## src/rtl/m_ext_pkg.sv

```systemverilog
// Shared definitions for the M-extension PCPI issuer: opcodes, funct7 codes,
// func3 enums, issuer FSM states and the R-type encoder helper.
package m_ext_pkg;

    localparam int XLEN            = 32;
    localparam int PCPI_WAIT_LIMIT = 16;

    localparam logic [6:0] OPC_OP            = 7'b0110011;
    localparam logic [6:0] OPC_CUSTOM0       = 7'b0001011;
    localparam logic [6:0] FUNCT7_MULDIV     = 7'b0000001;
    localparam logic [6:0] FUNCT7_CUSTOM_ISTR = 7'b0000000;

    // Highest func3 code the custom eplrr unit implements.
    localparam logic [2:0] CUSTOM_FUNC3_MAX  = 3'b010;

    typedef enum logic [2:0] {
        F3_MUL    = 3'b000,
        F3_MULH   = 3'b001,
        F3_MULHSU = 3'b010,
        F3_MULHU  = 3'b011,
        F3_DIV    = 3'b100,
        F3_DIVU   = 3'b101,
        F3_REM    = 3'b110,
        F3_REMU   = 3'b111
    } func3_t;

    typedef enum logic [2:0] {
        CI_EPLRR0 = 3'b000,
        CI_EPLRR1 = 3'b001,
        CI_EPLRR2 = 3'b010
    } custom_inst_t;

    typedef enum logic [1:0] {
        ST_IDLE  = 2'd0,
        ST_ISSUE = 2'd1,
        ST_RESP  = 2'd2
    } issuer_state_t;

    function automatic logic [31:0] encode_rtype(
        input logic [6:0] funct7,
        input logic [4:0] rs2,
        input logic [4:0] rs1,
        input logic [2:0] func3,
        input logic [4:0] rd,
        input logic [6:0] opcode
    );
        return {funct7, rs2, rs1, func3, rd, opcode};
    endfunction

endpackage

```

## src/rtl/pcpi_issuer_encoder.sv

```systemverilog
// Combinational R-type encoder for MULDIV and custom eplrr requests; flags
// custom func3 codes the coprocessor does not implement.
module pcpi_insn_encoder
    import m_ext_pkg::*;
(
    input  logic        i_custom,
    input  logic [2:0]  i_func3,
    input  logic [4:0]  i_rs1_idx,
    input  logic [4:0]  i_rs2_idx,
    input  logic [4:0]  i_rd_idx,
    output logic [31:0] o_insn,
    output logic        o_illegal
);

    logic [6:0] w_funct7;
    logic [6:0] w_opcode;

    assign w_funct7  = i_custom ? FUNCT7_CUSTOM_ISTR : FUNCT7_MULDIV;
    assign w_opcode  = i_custom ? OPC_CUSTOM0 : OPC_OP;
    assign o_insn    = encode_rtype(w_funct7, i_rs2_idx, i_rs1_idx, i_func3, i_rd_idx, w_opcode);
    assign o_illegal = i_custom && (i_func3 > CUSTOM_FUNC3_MAX);

endmodule

```

## src/rtl/pcpi_issuer.sv

```systemverilog
// Issues one host request at a time to a PCPI coprocessor and returns its result.
// Optional abort of a silent coprocessor is enabled by defining PCPI_ISSUER_TIMEOUT_EN.
module pcpi_issuer #(
    parameter int XLEN       = m_ext_pkg::XLEN,
    parameter int WAIT_LIMIT = m_ext_pkg::PCPI_WAIT_LIMIT
) (
    input  logic            clk,
    input  logic            rst,
    input  logic            req_valid,
    output logic            req_ready,
    input  logic            req_custom,
    input  logic [2:0]      req_func3,
    input  logic [4:0]      req_rs1_idx,
    input  logic [4:0]      req_rs2_idx,
    input  logic [4:0]      req_rd_idx,
    input  logic [XLEN-1:0] req_rs1,
    input  logic [XLEN-1:0] req_rs2,
    output logic            pcpi_valid,
    output logic [31:0]     pcpi_insn,
    output logic [XLEN-1:0] pcpi_rs1,
    output logic [XLEN-1:0] pcpi_rs2,
    input  logic            pcpi_wr,
    input  logic [XLEN-1:0] pcpi_rd,
    input  logic            pcpi_wait,
    input  logic            pcpi_ready,
    output logic            rsp_valid,
    input  logic            rsp_ready,
    output logic [XLEN-1:0] rsp_data,
    output logic            rsp_wr,
    output logic            rsp_err
);
    import m_ext_pkg::*;

    // Both handshakes transfer on a rising edge where valid and ready are high;
    // valid, once raised, holds its payload stable until that edge.

    issuer_state_t   r_state;
    issuer_state_t   w_state_nxt;

    logic [31:0]     r_insn;
    logic [XLEN-1:0] r_rs1;
    logic [XLEN-1:0] r_rs2;
    logic [XLEN-1:0] r_rsp_data;
    logic            r_rsp_wr;
    logic            r_rsp_err;

    logic [31:0]     w_enc_insn;
    logic            w_enc_illegal;
    logic            w_accept;
    logic            w_issue;
    logic            w_timeout;

    pcpi_insn_encoder u_encoder (
        .i_custom  (req_custom),
        .i_func3   (req_func3),
        .i_rs1_idx (req_rs1_idx),
        .i_rs2_idx (req_rs2_idx),
        .i_rd_idx  (req_rd_idx),
        .o_insn    (w_enc_insn),
        .o_illegal (w_enc_illegal)
    );

    assign req_ready = (r_state == ST_IDLE) && !rst;
    assign w_accept  = req_valid && req_ready;
    assign w_issue   = (r_state == ST_ISSUE);

`ifdef PCPI_ISSUER_TIMEOUT_EN
    localparam int CW = $clog2(WAIT_LIMIT + 1);

    logic [CW-1:0] r_wait_cnt;

    // The limit cycle is the one that would bring the silent count to WAIT_LIMIT;
    // a pcpi_ready in that same cycle still completes normally.
    assign w_timeout = w_issue && !pcpi_ready && !pcpi_wait &&
                       (r_wait_cnt == CW'(WAIT_LIMIT - 1));

    always_ff @(posedge clk or posedge rst) begin
        if (rst) begin
            r_wait_cnt <= '0;
        end else if (!w_issue || pcpi_wait || pcpi_ready || w_timeout) begin
            r_wait_cnt <= '0;
        end else begin
            r_wait_cnt <= r_wait_cnt + 1'b1;
        end
    end
`else
    logic w_unused_wait;

    assign w_unused_wait = pcpi_wait;
    assign w_timeout     = 1'b0;
`endif

    always_ff @(posedge clk or posedge rst) begin
        if (rst) begin
            r_state <= ST_IDLE;
        end else begin
            r_state <= w_state_nxt;
        end
    end

    always_comb begin
        w_state_nxt = r_state;
        case (r_state)
            ST_IDLE: begin
                if (w_accept) begin
                    w_state_nxt = w_enc_illegal ? ST_RESP : ST_ISSUE;
                end
            end
            ST_ISSUE: begin
                if (pcpi_ready || w_timeout) begin
                    w_state_nxt = ST_RESP;
                end
            end
            ST_RESP: begin
                if (rsp_ready) begin
                    w_state_nxt = ST_IDLE;
                end
            end
            default: w_state_nxt = ST_IDLE;
        endcase
    end

    always_ff @(posedge clk or posedge rst) begin
        if (rst) begin
            r_insn     <= '0;
            r_rs1      <= '0;
            r_rs2      <= '0;
            r_rsp_data <= '0;
            r_rsp_wr   <= 1'b0;
            r_rsp_err  <= 1'b0;
        end else begin
            if (w_accept) begin
                r_insn <= w_enc_insn;
                r_rs1  <= req_rs1;
                r_rs2  <= req_rs2;
                if (w_enc_illegal) begin
                    r_rsp_data <= '0;
                    r_rsp_wr   <= 1'b0;
                    r_rsp_err  <= 1'b1;
                end
            end
            // Coprocessor inputs only matter while a request is outstanding.
            if (w_issue) begin
                if (pcpi_ready) begin
                    r_rsp_data <= pcpi_rd;
                    r_rsp_wr   <= pcpi_wr;
                    r_rsp_err  <= 1'b0;
                end else if (w_timeout) begin
                    r_rsp_data <= '0;
                    r_rsp_wr   <= 1'b0;
                    r_rsp_err  <= 1'b1;
                end
            end
        end
    end

    assign pcpi_valid = w_issue;
    assign pcpi_insn  = w_issue ? r_insn : '0;
    assign pcpi_rs1   = w_issue ? r_rs1 : '0;
    assign pcpi_rs2   = w_issue ? r_rs2 : '0;

    assign rsp_valid  = (r_state == ST_RESP);
    assign rsp_data   = r_rsp_data;
    assign rsp_wr     = r_rsp_wr;
    assign rsp_err    = r_rsp_err;

endmodule
```

## config.mk

```make
export PLATFORM = sky130hd
export DESIGN_NAME = pcpi_issuer
export DESIGN_NICKNAME = d
export VERILOG_FILES = /design/src/rtl/m_ext_pkg.sv /design/src/rtl/pcpi_issuer_encoder.sv /design/src/rtl/pcpi_issuer.sv
export SDC_FILE = /design/constraint.sdc
export NUM_CORES = 1
export LEC_CHECK = 0
export BUFFER_PORTS_ARGS = -buffer_cell sky130_fd_sc_hd__buf_2
export CAP_MARGIN = 15
export CORE_MARGIN = 2
export CORE_UTILIZATION = 42
export DETAILED_ROUTE_END_ITERATION = 8
export PLACE_DENSITY_LB_ADDON = 0.25
export SYNTH_ARGS = -nofsm -noshare
export SYNTH_HDL_FRONTEND = slang
export SYNTH_SLANG_ARGS = --single-unit
```

## constraint.sdc

```tcl
create_clock -name clk -period 4.3 [get_ports clk]
set_input_delay 0.86 -clock clk [delete_from_list [all_inputs] [get_ports clk]]
set_output_delay 0.86 -clock clk [all_outputs]
set_load 0.05 [all_outputs]
```

# ---- Word level (Yosys, flattened, before mapping)
# Cells that the tools add are included.
dict set report word_totals {
  register_bits 132
  elab_cells 41
}
dict set report classes {
  magnitude_cmp 1
  n_eq_ne 5
  muxes 22
  n_reduce_logical 6
}
# cell n
set op_table {}
lappend op_table {{$mux 32} 7}
lappend op_table {{$mux 1} 9}
lappend op_table {{$mux 2} 4}
lappend op_table {{$mux 6} 1}
lappend op_table {{$pmux 2 s3} 1}
lappend op_table {{$ne 2x2->1 const B} 2}
lappend op_table {{$gt 3x2->1 const B} 1}
lappend op_table {{$logic_and 1x1->1} 3}
lappend op_table {{$reduce_and 3->1} 1}
lappend op_table {{$eq 2x1->1 const B} 1}
lappend op_table {{$eq 2x2->1 const B} 1}
lappend op_table {{$logic_not 2->1} 1}
lappend op_table {{$ne 2x1->1 const B} 1}
lappend op_table {{$logic_not 1->1} 1}

# ---- Longest topological paths before layout
dict set report depth {
  word_depth 6
  mapped_depth 6
  mapped_depth_nobuf 3
}

# ---- By module
# From an unflattened synthesis, not the netlist that was laid out.
dict set report unflattened {
  cells_unflattened 439
  area_unflattened_um2 5773.0
}
# mod n_inst cells_per_inst area_each_um2 seq_area_each_um2
set modules_own_cells {}
lappend modules_own_cells {pcpi_issuer 1 403 5520.3 3303.2}
lappend modules_own_cells {pcpi_insn_encoder 1 36 252.7 0.0}

# ---- Worst setup path after synthesis
# Ideal clock, no wire load.
dict set report synth_timing {
  kind {input port to output port}
  from {input port rst}
  to {output port req_ready}
  t_arrival_ns 1.905
  slack_ns 1.535
  cell_stages 1
  cell_sequence {nor3_1}
}
dict set report synth_between {
  elab_chain_len 2
}
# item line_no
set synth_lines {}
lappend synth_lines {{start, declared} pcpi_issuer.sv:8} ;# input logic rst,
lappend synth_lines {{$logic_not 1->1 (no source line)} -}
lappend synth_lines {{$logic_and 1x1->1} pcpi_issuer.sv:63} ;# assign req_ready = (r_state == ST_IDLE) && !rst;
lappend synth_lines {{end, declared} pcpi_issuer.sv:10} ;# output logic req_ready,
# No other way between the ends.

# ---- Worst setup path after layout
dict set report layout_timing {
  from {register r_state[0]}
  to {output port pcpi_rs2[15]}
}
dict set report layout_between {
  elab_chain_len 2
}
# item line_no
set layout_lines {}
lappend layout_lines {{start, declared} pcpi_issuer.sv:37} ;# issuer_state_t r_state;
lappend layout_lines {{start signal, assigned} pcpi_issuer.sv:97} ;# r_state <= w_state_nxt;
lappend layout_lines {{$eq 2x1->1} pcpi_issuer.sv:65} ;# assign w_issue = (r_state == ST_ISSUE);
lappend layout_lines {{$mux 32} pcpi_issuer.sv:160} ;# assign pcpi_rs2 = w_issue ? r_rs2 : '0;
lappend layout_lines {{end, declared} pcpi_issuer.sv:21} ;# output logic [XLEN-1:0] pcpi_rs2,
# No other way between the ends.

==> flow_metrics.py <==
metrics = {
    "logic_synthesis": {
        "postSynthAreaPerCell_um2": 8.97,
        "yosysTopAreaCellShare_pct": 57.2,
        "netlist_area_um2": 5290,
        "synthTopCellsByArea": "dfrtp_1, nand2_1, and2_1, o2bb2ai_1, clkbuf_1",
        "ys_types": 22,
        "synth-seq-cells": 121,
        "yosysSeqAreaShare_pct": 57.2,
        "yosysWarningCount": 0,
        "yosys.area.top_type": "dfrtp_1",
        "synthCells": 590,
    },
    "clock_tree": {
        "htreeDepth": 4,
        "cts.clk_slew.worst_paths_ns": 0.05,
        "ctsRootBufferMaster": "clkbuf_16",
        "postCtsHoldBufs": 0,
        "cts_made_buffers": 17,
        "cts.sink_count": 121,
        "clk_latency_ns": 0.41,
        "cts_tree": "done",
        "cts.repair.resized": 0,
        "clk_path_buf_depth": 2,
        "cts_setup_buffers": 0,
    },
    "floorplanning": {
        "ios": 255,
        "dieArea_um2": 13500,
        "rows": 41,
        "start_util_pct": 42.4,
        "fp.dieW_um": 116,
        "fp.coreArea_um2": 12500,
        "die_y_um": 116,
    },
    "drt": {
        "routed_wl_um": 13600,
        "drtIter0Drc": 221,
        "drt_pass1_iterations": 4,
        "drt-vias-per-instance": 4.59,
        "drt-wirelength-per-cell_um": 13.5,
        "vias": 4595,
        "antenna_left": 0,
        "remaining_drc_errors": 0,
    },
    "worst_setup_path": {
        "cp_slowest_cell": "buf_4",
        "worst_path_largest_cell_delay_ns": 0.57,
        "arrival_ns": 2.15,
        "worstSetupEndpointType": "output port",
        "worstPathMaxFanout": 88,
        "startpoint_type": "flop",
        "reg2reg_slack_ns": 1.96,
        "crit_type": "reg2out",
        "cp_cell_sequence": "nor2b_4 > buf_4 > and2_1 > buf_2",
        "cp.required_ns": 3.44,
    },
    "sta": {
        "layout_min_cycle_time_ns": 3.01,
        "hold_viol": 0,
        "slew_headroom_pct": 35.4,
        "clock_skew_ns": 0.00530,
        "worst_pin_slew_ns": 0.969,
        "tns_ns": 0,
        "grt_setup_unrepaired": "no",
        "setup_violations": 0,
        "slew_violations": 0,
        "fmax_mhz": 332,
        "finalCritPeriodShare_pct": 70.0,
    },
    "final_layout": {
        "layout_common_cells": "nand2_1, buf_2, dfrtp_1",
        "drive_gt1_share_pct": 34.3,
        "layout_commonest_cell": "nand2_1",
        "area_delta_synth_final_pct": 35.2,
        "final_cells": 1001,
        "diodes": 0,
        "nNetsFinal": 942,
    },
    "global_route": {
        "grt_pass1_vias": 4488,
        "grt_use_total_pct": 20.1,
        "grt_start_max_net_pins": 89,
        "antenna_found_initial": 0,
        "grt_overflow_total": 0,
        "grt_pass1_wl_um": 21100,
    },
    "power_and_ir_drop": {
        "leakagePower_nw": 4.14,
        "worst_ir_drop_vdd_mv": 0.258,
        "p_comb_share_pct": 36.5,
        "p_int_w": 0.00277,
        "swShare_pct": 41.1,
        "seqPwrFrac_pct": 36.5,
        "pwr_density_cell_nw_per_um2": 658,
        "clockPowerShare_pct": 27.0,
        "switchingPower_w": 0.00193,
    },
    "flow_run": {
        "cap_viol_max_count": 0,
    },
    "place": {
        "dpl.cell_count": 972,
        "dp_hpwl_um": 9120,
        "io_buffers": 245,
        "gp_congestion": 0.770,
    },
    "min_path": {
        "hp-class": "reg2reg",
    },
    "outcome": {
        "outcome": "finished, final reports clean",
    },
}
==> through the flow <==
step	power [W]	instance area, µm²	utilization [%]	setup WS, ns	hold WS [ns]
floorplan	0.00304	5320	-	0.226	0.425
global placement	0.00340	6570	52.7	1.53	0.444
detailed placement	0.00346	6600	52.9	1.48	0.444
CTS	0.00475	7130	57.2	1.24	0.467
global route	0.00499	7160	57.4	1.09	0.482
finish	0.00471	7160	57.4	1.29	0.461
==> layer usage <==
layer	global-route usage (%)	wire [µm]	vias up
li1	-	-	2276
met4	9.29	316	0
met5	0	0	-
met2	32.2	6200	186
met1	23.2	5660	2105
met3	9.08	1380	28
==> state kept, by name, indices dropped and copies added (netlist names) <==
name / count
r_rs2: 32
rsp_data: 32
rsp_err: 1
rsp_wr: 1
r_rs1: 32
r_state: 2
r_insn: 21
==> layout make-up <==
| cell class | count | area, µm² |
|---|---|---|
| flip-flops and latches | 121 | 3030 |
| repair buffers | 253 | 1330 |
| inverters | 3 | 13.8 |
| clock buffers | 25 | 515 |
| well taps | 172 | 215 |
| multi-input cells | 424 | 2040 |
| fillers | 1132 | 5310 |
| clock inverters | 3 | 15.0 |
==> synth_stat cells <==
master / n
nand2_1: 282
dfrtp_1: 121
and2_1: 86
o2bb2ai_1: 33
clkbuf_1: 29
buf_4: 11
buf_2: 5
buf_6: 3
inv_1: 3
o21ai_0: 3
nand2b_1: 2
nor2b_1: 2
a211o_1: 1
a21o_1: 1
a21oi_1: 1
buf_1: 1
conb_1: 1
nand3b_1: 1
nor3_1: 1
nor3_4: 1
nor4b_1: 1
or4b_1: 1
==> cells by family after synthesis <==
group	synth area share, %
other	0.0709
DFF	57.2
buffers and inverters	5.01
AOI/OAI and AO/OA	6.15
and+or+nand+nor	31.5
==> critical path: cells and delay by family, from the launching register on <==
kind,cells,cell delay [ns]
buffers and inverters,2,0.84
AND/OR/NAND/NOR,2,0.42
flip-flops,1,0.45
==> power by group through the flow <==
stage               registers [W]  logic [W]  clock network (W)
global route              0.00177    0.00186            0.00136
CTS                       0.00172    0.00173            0.00130
floorplan                 0.00217   0.000863                  0
finish                    0.00172    0.00172            0.00127
detailed placement        0.00173    0.00173                  0
global placement          0.00172    0.00169                  0
==> path summary, 6_finish.rpt <==
path | from | end | cells past startpoint
worst min-delay path | r_rs2[28] | r_rs2[28] | 2
max in group asynchronous | rst | r_insn[1] | 3
min in group asynchronous | rst | r_rs1[26] | 2
worst max register to register | r_state[1] | rsp_data[16] | 4
worst min register to register | r_rs2[28] | r_rs2[28] | 2
worst max-delay path | r_state[0] | pcpi_rs2[15] | 4
No activity file was read; power rests on OpenSTA's default activity.
